==> src/rtl/spi_pkg.sv <==
// Shared types and constants for the SPI slave front end.
package spi_pkg;

  localparam int SPI_FRAME_W = 10;
  localparam int SPI_DATA_W  = 8;

  localparam logic [1:0] CMD_WR_ADDR = 2'b00;
  localparam logic [1:0] CMD_WR_DATA = 2'b01;
  localparam logic [1:0] CMD_RD_ADDR = 2'b10;
  localparam logic [1:0] CMD_RD_DATA = 2'b11;

  typedef enum logic [2:0] {
    IDLE      = 3'd0,
    CHK_CMD   = 3'd1,
    WRITE     = 3'd2,
    READ_ADD  = 3'd3,
    READ_DATA = 3'd4,
    TX_WAIT   = 3'd5,
    TX_SHIFT  = 3'd6,
    DONE      = 3'd7
  } state_t;

endpackage

==> src/rtl/spi_tx_shifter.sv <==
// Parallel-load, MSB-first serializer; done flags that the last bit is on sout.
module spi_tx_shifter #(
  parameter int DATA_W = 8
) (
  input  logic              clk,
  input  logic              rst_n,
  input  logic              clear,
  input  logic              load,
  input  logic              shift,
  input  logic [DATA_W-1:0] data,
  output logic              sout,
  output logic              done
);

  localparam int CNT_W = $clog2(DATA_W);

  logic [DATA_W-1:0] sreg_reg;
  logic [CNT_W-1:0]  cnt_reg;
  logic              sout_reg;

  always_ff @(posedge clk or negedge rst_n) begin
    if (!rst_n) begin
      sreg_reg <= '0;
      cnt_reg  <= '0;
      sout_reg <= 1'b0;
    end else if (clear) begin
      sreg_reg <= '0;
      cnt_reg  <= '0;
      sout_reg <= 1'b0;
    end else if (load) begin
      // MSB goes straight to the output; the rest waits in the register
      sout_reg <= data[DATA_W-1];
      sreg_reg <= {data[DATA_W-2:0], 1'b0};
      cnt_reg  <= '0;
    end else if (shift) begin
      sout_reg <= sreg_reg[DATA_W-1];
      sreg_reg <= {sreg_reg[DATA_W-2:0], 1'b0};
      cnt_reg  <= cnt_reg + 1'b1;
    end
  end

  assign sout = sout_reg;
  assign done = (cnt_reg == CNT_W'(DATA_W - 1));

endmodule

==> src/rtl/spi_slave_if.sv <==
// SPI mode-0 slave: assembles 10-bit MOSI frames, returns RAM read data on MISO.
module spi_slave_if
  import spi_pkg::*;
#(
  parameter int FRAME_W     = SPI_FRAME_W,
  parameter int DATA_W      = SPI_DATA_W,
  parameter int TX_WAIT_MAX = 15
) (
  input  logic               clk,
  input  logic               rst_n,
  input  logic               SS_n,
  input  logic               MOSI,
  output logic               MISO,
  output logic [FRAME_W-1:0] rx_data,
  output logic               rx_valid,
  input  logic [DATA_W-1:0]  tx_data,
  input  logic               tx_valid
);

  localparam int BIT_W  = $clog2(FRAME_W);
  localparam int WAIT_W = $clog2(TX_WAIT_MAX + 1);

  state_t             state_reg;
  logic [FRAME_W-1:0] shift_reg;
  logic [FRAME_W-1:0] rx_data_reg;
  logic               rx_valid_reg;
  logic [BIT_W-1:0]   bit_cnt_reg;
  logic [WAIT_W-1:0]  wait_cnt_reg;
  logic               rd_addr_done_reg;

  logic tx_load, tx_shift, tx_clear, tx_done;

  assign tx_load  = (state_reg == TX_WAIT) && !SS_n && tx_valid;
  assign tx_shift = (state_reg == TX_SHIFT) && !SS_n && !tx_done;
  assign tx_clear = SS_n || ((state_reg == TX_SHIFT) && tx_done);

  spi_tx_shifter #(.DATA_W(DATA_W)) u_tx_shifter (
    .clk   (clk),
    .rst_n (rst_n),
    .clear (tx_clear),
    .load  (tx_load),
    .shift (tx_shift),
    .data  (tx_data),
    .sout  (MISO),
    .done  (tx_done)
  );

  always_ff @(posedge clk or negedge rst_n) begin
    if (!rst_n) begin
      state_reg        <= IDLE;
      shift_reg        <= '0;
      rx_data_reg      <= '0;
      rx_valid_reg     <= 1'b0;
      bit_cnt_reg      <= '0;
      wait_cnt_reg     <= '0;
      rd_addr_done_reg <= 1'b0;
    end else begin
      rx_valid_reg <= 1'b0;
      // Deselect beats everything, including a frame completing on this edge
      if (SS_n && (state_reg != IDLE)) begin
        state_reg    <= IDLE;
        bit_cnt_reg  <= '0;
        wait_cnt_reg <= '0;
      end else begin
        case (state_reg)
          IDLE: begin
            bit_cnt_reg  <= '0;
            wait_cnt_reg <= '0;
            if (!SS_n) state_reg <= CHK_CMD;
          end
          CHK_CMD: begin
            shift_reg   <= {{(FRAME_W-1){1'b0}}, MOSI};
            bit_cnt_reg <= '0;
            if (MOSI == CMD_WR_ADDR[1])  state_reg <= WRITE;
            else if (rd_addr_done_reg)   state_reg <= READ_DATA;
            else                         state_reg <= READ_ADD;
          end
          WRITE, READ_ADD, READ_DATA: begin
            shift_reg <= {shift_reg[FRAME_W-2:0], MOSI};
            if (bit_cnt_reg == BIT_W'(FRAME_W - 2)) begin
              bit_cnt_reg  <= BIT_W'(FRAME_W - 1);
              rx_data_reg  <= {shift_reg[FRAME_W-2:0], MOSI};
              rx_valid_reg <= 1'b1;
              wait_cnt_reg <= '0;
              if (state_reg == READ_DATA) begin
                state_reg <= TX_WAIT;
              end else begin
                state_reg <= DONE;
                if (state_reg == READ_ADD) rd_addr_done_reg <= 1'b1;
              end
            end else begin
              bit_cnt_reg <= bit_cnt_reg + 1'b1;
            end
          end
          TX_WAIT: begin
            wait_cnt_reg <= wait_cnt_reg + 1'b1;
            if (tx_valid) begin
              state_reg <= TX_SHIFT;
            end else if (wait_cnt_reg == WAIT_W'(TX_WAIT_MAX - 1)) begin
              state_reg        <= DONE;
              rd_addr_done_reg <= 1'b0;
            end
          end
          TX_SHIFT: begin
            if (tx_done) begin
              state_reg        <= DONE;
              rd_addr_done_reg <= 1'b0;
            end
          end
          DONE:    state_reg <= DONE;
          default: state_reg <= IDLE;
        endcase
      end
    end
  end

  assign rx_data  = rx_data_reg;
  assign rx_valid = rx_valid_reg;

endmodule

==> config.mk <==
export PLATFORM = sky130hd
export DESIGN_NAME = spi_slave_if
export DESIGN_NICKNAME = d
export VERILOG_FILES = /design/src/rtl/spi_pkg.sv /design/src/rtl/spi_tx_shifter.sv /design/src/rtl/spi_slave_if.sv
export SDC_FILE = /design/constraint.sdc
export NUM_CORES = 1
export LEC_CHECK = 0
export ABC_AREA = 1
export CORE_ASPECT_RATIO = 1.4
export CORE_MARGIN = 2
export CORE_UTILIZATION = 35
export CTS_CLUSTER_SIZE = 8
export DETAILED_ROUTE_END_ITERATION = 8
export SLEW_MARGIN = 20
export SYNTH_ARGS = -nofsm -noshare
export SYNTH_HDL_FRONTEND = slang
export SYNTH_SLANG_ARGS = --single-unit
==> constraint.sdc <==
create_clock -name clk -period 4 [get_ports clk]
set_input_delay 0.6 -clock clk [delete_from_list [all_inputs] [get_ports clk]]
set_output_delay 0.6 -clock clk [all_outputs]
set_load 0.005 [all_outputs]
---- Word level (Yosys, flattened, before mapping) ----
Cells that the tools add are included.
storage, ports and cells
  bits in registers ....................... 44
  latch bits .............................. 0
  bits in writable memories ............... 0
  memory bits (read-only) ................. 0
  bits of input ports ..................... 13
  output and inout port bits .............. 12
  logic and storage cells ................. 93
  memories kept ........................... 0
operators by class
  add/subtract/negate cells ............... 3
  multiply operators ...................... 0
  div/mod/pow operators ................... 0
  magnitude comparators ................... 0
  eq/ne operators ......................... 20
  shift-type cells ........................ 0
  multiplexer cells ....................... 36
  bitwise logic cells ..................... 1
  reductions and logical operators ........ 23
operators with widths
  kind                   number
  $mux W3                11
  $mux W8                3
  $pmux W3 S6            1
  $pmux W9 S2            1
  $mux W4                4
  $eq A3 B3 Y1 const B   5
  $mux W1                12
  $pmux W4 S3            1
  $reduce_bool A3 Y1     4
  $ne A2 B2 Y1 const B   5
  $add A4 B1 Y4 const B  2
  $eq A4 B4 Y1 const B   2
  $pmux W4 S2            1
  $reduce_and A8 Y1      1
  $eq A3 B2 Y1 const B   2
  $logic_and A1 B1 Y1    6
  $ne A3 B3 Y1 const B   2
  $ne A4 B2 Y1 const B   1
  $reduce_and A2 Y1      2
  $reduce_and A4 Y1      1
  $reduce_bool A4 Y1     1
  $add A3 B1 Y3 const B  1
  $eq A3 B1 Y1 const B   1
  $logic_not A3 Y1       1
  other kinds (11)       12

---- Logic depth before layout (Yosys ltp) ----
  depth after elaboration ................. 6
  depth in mapped cells ................... 9
  mapped depth without buffers ............ 9

---- By module ----
A second synthesis with hierarchy kept.
second synthesis, totals
  cell total of the unflattened synthesis .. 260
  area, all modules ....................... 2,138.3 sq um
by module, submodules not included
  module          times used  cells each  area each (sq um)  seq. area each (sq um)
  spi_slave_if    1           186         1,564.0            800.8
  spi_tx_shifter  1           74          574.3              275.3

---- Least setup slack after synthesis ----
No wires, ideal clock.
  path type ............................... in2reg
  start point ............................. input tx_valid
  end point ............................... register state_reg[1]
  setup time .............................. 0.117 ns
  arrival time ............................ 1.264 ns
  data required time ...................... 3.883 ns
  path slack .............................. 2.620 ns
  stages on the path ...................... 6
  buffers on the path ..................... 1
  cell sequence ........................... clkbuf_1 -> nor2_1 -> nand2_1 -> nand3_1 -> nand3_1 -> nand2_1
on the way
  cells in the longest elaborated chain, start to end .. 3
  elaborated cells on any way between the ends .. 5
  those cells by class .................... 1 x eq/ne; 3 x mux; 1 x reduce/logical
ends and longest elaborated chain
  item                  line                 source
  from (decl)           spi_slave_if.sv:17   input logic tx_valid
  $mux W3               spi_slave_if.sv:97   if (tx_valid) begin
  $pmux W3 S6           spi_slave_if.sv:65   case (state_reg)
  $mux W3               spi_slave_if.sv:60   if (SS_n && (state_reg != IDLE)) begin
  to (signal assigned)  spi_slave_if.sv:61   state_reg <= IDLE;
  to (signal assigned)  spi_slave_if.sv:98   state_reg <= TX_SHIFT;
  to (signal assigned)  spi_slave_if.sv:100  state_reg <= DONE;
  to (decl)             spi_slave_if.sv:23   state_t state_reg;
Several ways; a longest one is shown, not always the timed one.
A chain may end at the register's enable or synchronous reset.

---- Worst setup path after layout ----
  start point ............................. input tx_valid
  end point ............................... register u_tx_shifter.cnt_reg[0]
on the way
  cells in the longest elaborated chain, start to end .. 3
  elaborated cells on any way between the ends .. 4
  those cells by class .................... 2 x mux; 2 x reduce/logical
ends and longest elaborated chain
  item                   line                  source
  $logic_and A1 B1 Y1 *  spi_slave_if.sv:33    assign tx_load = (state_reg == TX_WAIT) && !SS_n && tx_valid;
  $mux W3                spi_tx_shifter.sv:30  end else if (load) begin
  $mux W3                spi_tx_shifter.sv:26  end else if (clear) begin
  to (signal assigned)   spi_tx_shifter.sv:38  cnt_reg <= cnt_reg + 1'b1;
  to (decl)              spi_tx_shifter.sv:18  logic [CNT_W-1:0] cnt_reg;
Mark *: on every way between the ends. The rest lies on a longest branch, timed or not.

==> results.md <==
* Worst Skew at roughly 0.0054 ns
* Number of global-route vias before repair at 1640
* Reg-to-reg startpoint: state_reg[1]$_DFFE_PN0P_
* DP HPWL at between 2 and 3 mm
* Worst-path maximum fanout at 11
* # DRC at 0
* CTS tree: built
* Final Util at a little over two fifths
* Clock Latency Late Sink at about 0.3 ns
* Core area at 0.00582 mm^2
* Number of vias per cell at 4.84
* Post-cts hold buffer count at 0
* Synth Register Bits at 43
* Post-CTS setup buffer count at 0
* P per Cell Area at 529 mW/mm^2
* First-pass GRT wire length at 7.27 mm
* I/O Pins at 25
* Post-synth top area share at 51.3%
* DIE AREA at between 0.006 and 0.007 mm^2
* Drt wl/cell at 12.0 um
* Vias at 1685
* Origin of the worst setup path: tx_valid
* Rows at 33
* Synthesized area per cell at just over 8 um^2
* H-tree Lvls at 2
* Area grow syn2layout at 17.0%
* Required time worst endpoint at around 4.2 ns
* RSZ-0062 raised after global routing: false
* Global placer's final weighted congestion at 0.890
* Total grt overflow at 0
* Maximum vdd drop at 0.172 mV
* Crit. End Element: register
* Number of max-cap violations at 0
* GRT Overall Usage at 14.0%
* Max incr delay on CP at between 0.6 and 0.7 ns
* Yosys top cell by area: dfrtp_1
* Number of port buffers at 24
* Largest net degree at the start of global routing at 44
* Placed instance count at 340
* Seq/Total Area, Yosys at 51.3%
* Crit Path Category: in2reg
* Max Transition Viols Final at 0
* DR pass1 iterations at 4
* Setup crit start kind: input port
* CP arrival at 2.20 ns
* Max FFs per register at 10
* Register-to-Register Path Depth at 7
* Slowest-stage cell, CP: clkdlybuf4s50_1
* Reg2Reg Setup Slack at 2.18 ns
* Setup TNS Final at 0 ns
* Initial antenna violation count at 0
* Period utilization at approximately 49%
* WHS at between 0.4 and 0.5 ns
* Post-CTS resize count at 0
* Synth warnings at 0
* Routed wire length at 4.17 mm
* Synth cell types at 20
* Slew HR at 36.4%
* Fin. Hold Viols at 0
* Root Driver: clkbuf_8
* Top cells by area, synth: dfrtp_1 (51%), nand2_1 (15%), nand3_1 (6.7%)
* Die W at 69.4 um
* Iter 0 DRT Violations at 71
* Tot Pwr at 1.30 mW
* Leak Pwr at 1.20 nW
* Cells after Synth at 253
* Run status: completed
* F_max at 506 MHz
* DIE HEIGHT at 95.6 um
* Syn nets at 272
* Post-route antenna net violation count at 0
* CTS buffer count at 5
* Ant diodes at 0
* Clock sinks at 43
* Critical Path, Cell by Cell: clkdlybuf4s50_1 > nand3_1 > nand2_1 > nor2_1 > nand2_1 > o21ai_0
* CTS clk-pin slew, worst paths at 0.09 ns
* HP Class: in2async
* CP most frequent cell: nand2_1
* Layout cells sized above 1 at 7.19%
* Final setup fails at 0
* Initial Utilization at 36.0%
* Final Critical Period at 1.98 ns
* Net count, final at 296
* Worst-Margin Slew at 0.955 ns
* Clock Tree Buf Depth at 2
* Non-Filler Instances at between 300 and 400
* Netlist Area Pre-Place at around 0.0021 mm^2
==> metal layers <==
layer	vias to the layer above	GRT usage (%)	routed length, um
met4	0	7.52	115
met2	31	25.0	2060
met5	-	0	0
met1	788	15.5	1850
li1	858	-	-
met3	8	3.07	146
==> worst paths after layout <==
kind,endpoint
setup / recovery,u_tx_shifter.cnt_reg[0]$_DFFE_PN0P_
hold / removal,rd_addr_done_reg$_DFFE_PN0P_
setup reg to reg,u_tx_shifter.sout$_DFFE_PN0P_
hold reg to reg,u_tx_shifter.sreg_reg[1]$_DFFE_PN0P_
max in group asynchronous,u_tx_shifter.sreg_reg[5]$_DFFE_PN0P_
min in group clk,u_tx_shifter.sreg_reg[1]$_DFFE_PN0P_
==> Yosys cell counts (all sizes together) <==
master	number
o21ai	20
buf	6
a21oi	6
nand2	88
ha	6
dfrtp	43
nor2	16
nand3	29
o22ai	9
xor2	3
inv	24
nand3b	2
clkbuf	1
==> layout make-up <==
class,count,area (um^2)
Clock buffer,5,68.8
Clock inverter,3,25.0
Fill cell,603,3370
Inverter,24,90.1
Multi-Input combinational cell,179,872
Sequential cell,43,1080
Tap cell,70,87.6
Timing Repair Buffer,24,235
==> metrics by stage <==
step	setup WS (ns)	cell area [um^2]
floorplan	2.62	2100
global placement	1.71	2360
detailed placement	1.67	2360
CTS	2.00	2450
global route	1.74	2450
finish	2.02	2450
==> cell usage in the layout (no fill, tap or decap) <==
master / Yosys / routed
nor2_1: 13 / 13
o21ai_1: 6 / 6
nand2_1: 84 / 84
clkdlybuf4s50_1: 0 / 23
o22ai_1: 9 / 9
clkinvlp_4: 0 / 1
clkbuf_8: 0 / 5
nor2_2: 3 / 3
xor2_1: 3 / 3
a21oi_4: 1 / 1
nand3b_1: 2 / 2
o21ai_0: 14 / 14
dfrtp_1: 43 / 43
nand3_2: 1 / 1
buf_2: 0 / 1
nand3_1: 28 / 28
nand2_2: 4 / 4
ha_1: 6 / 6
clkinv_4: 0 / 2
a21oi_1: 5 / 5
inv_1: 22 / 22
inv_2: 2 / 2
==> report_power, final <==
group          leakage (nW)  internal [mW]  total (mW)  switching [mW]
Clock                0.0443          0.125       0.288           0.164
Sequential            0.590          0.503       0.552          0.0493
Combinational         0.564          0.146       0.459           0.313
Total                  1.20          0.774        1.30           0.526
==> critical path, delay by kind of cell <==
kind                   cells  cell delay, ns
and+or+nand+nor            4            0.89
buffers and inverters      1            0.61
AOI/OAI and AO/OA          1            0.10
==> kinds of logic after synthesis <==
group	count (synthesis)	synth area share, %
flops	43	51.3
fa+ha+maj	6	3.58
simple gates	135	27.3
compound gates	35	9.42
xor+xnor	3	1.25
buf+inv	31	7.16
Power figures use the tool's default switching activity.
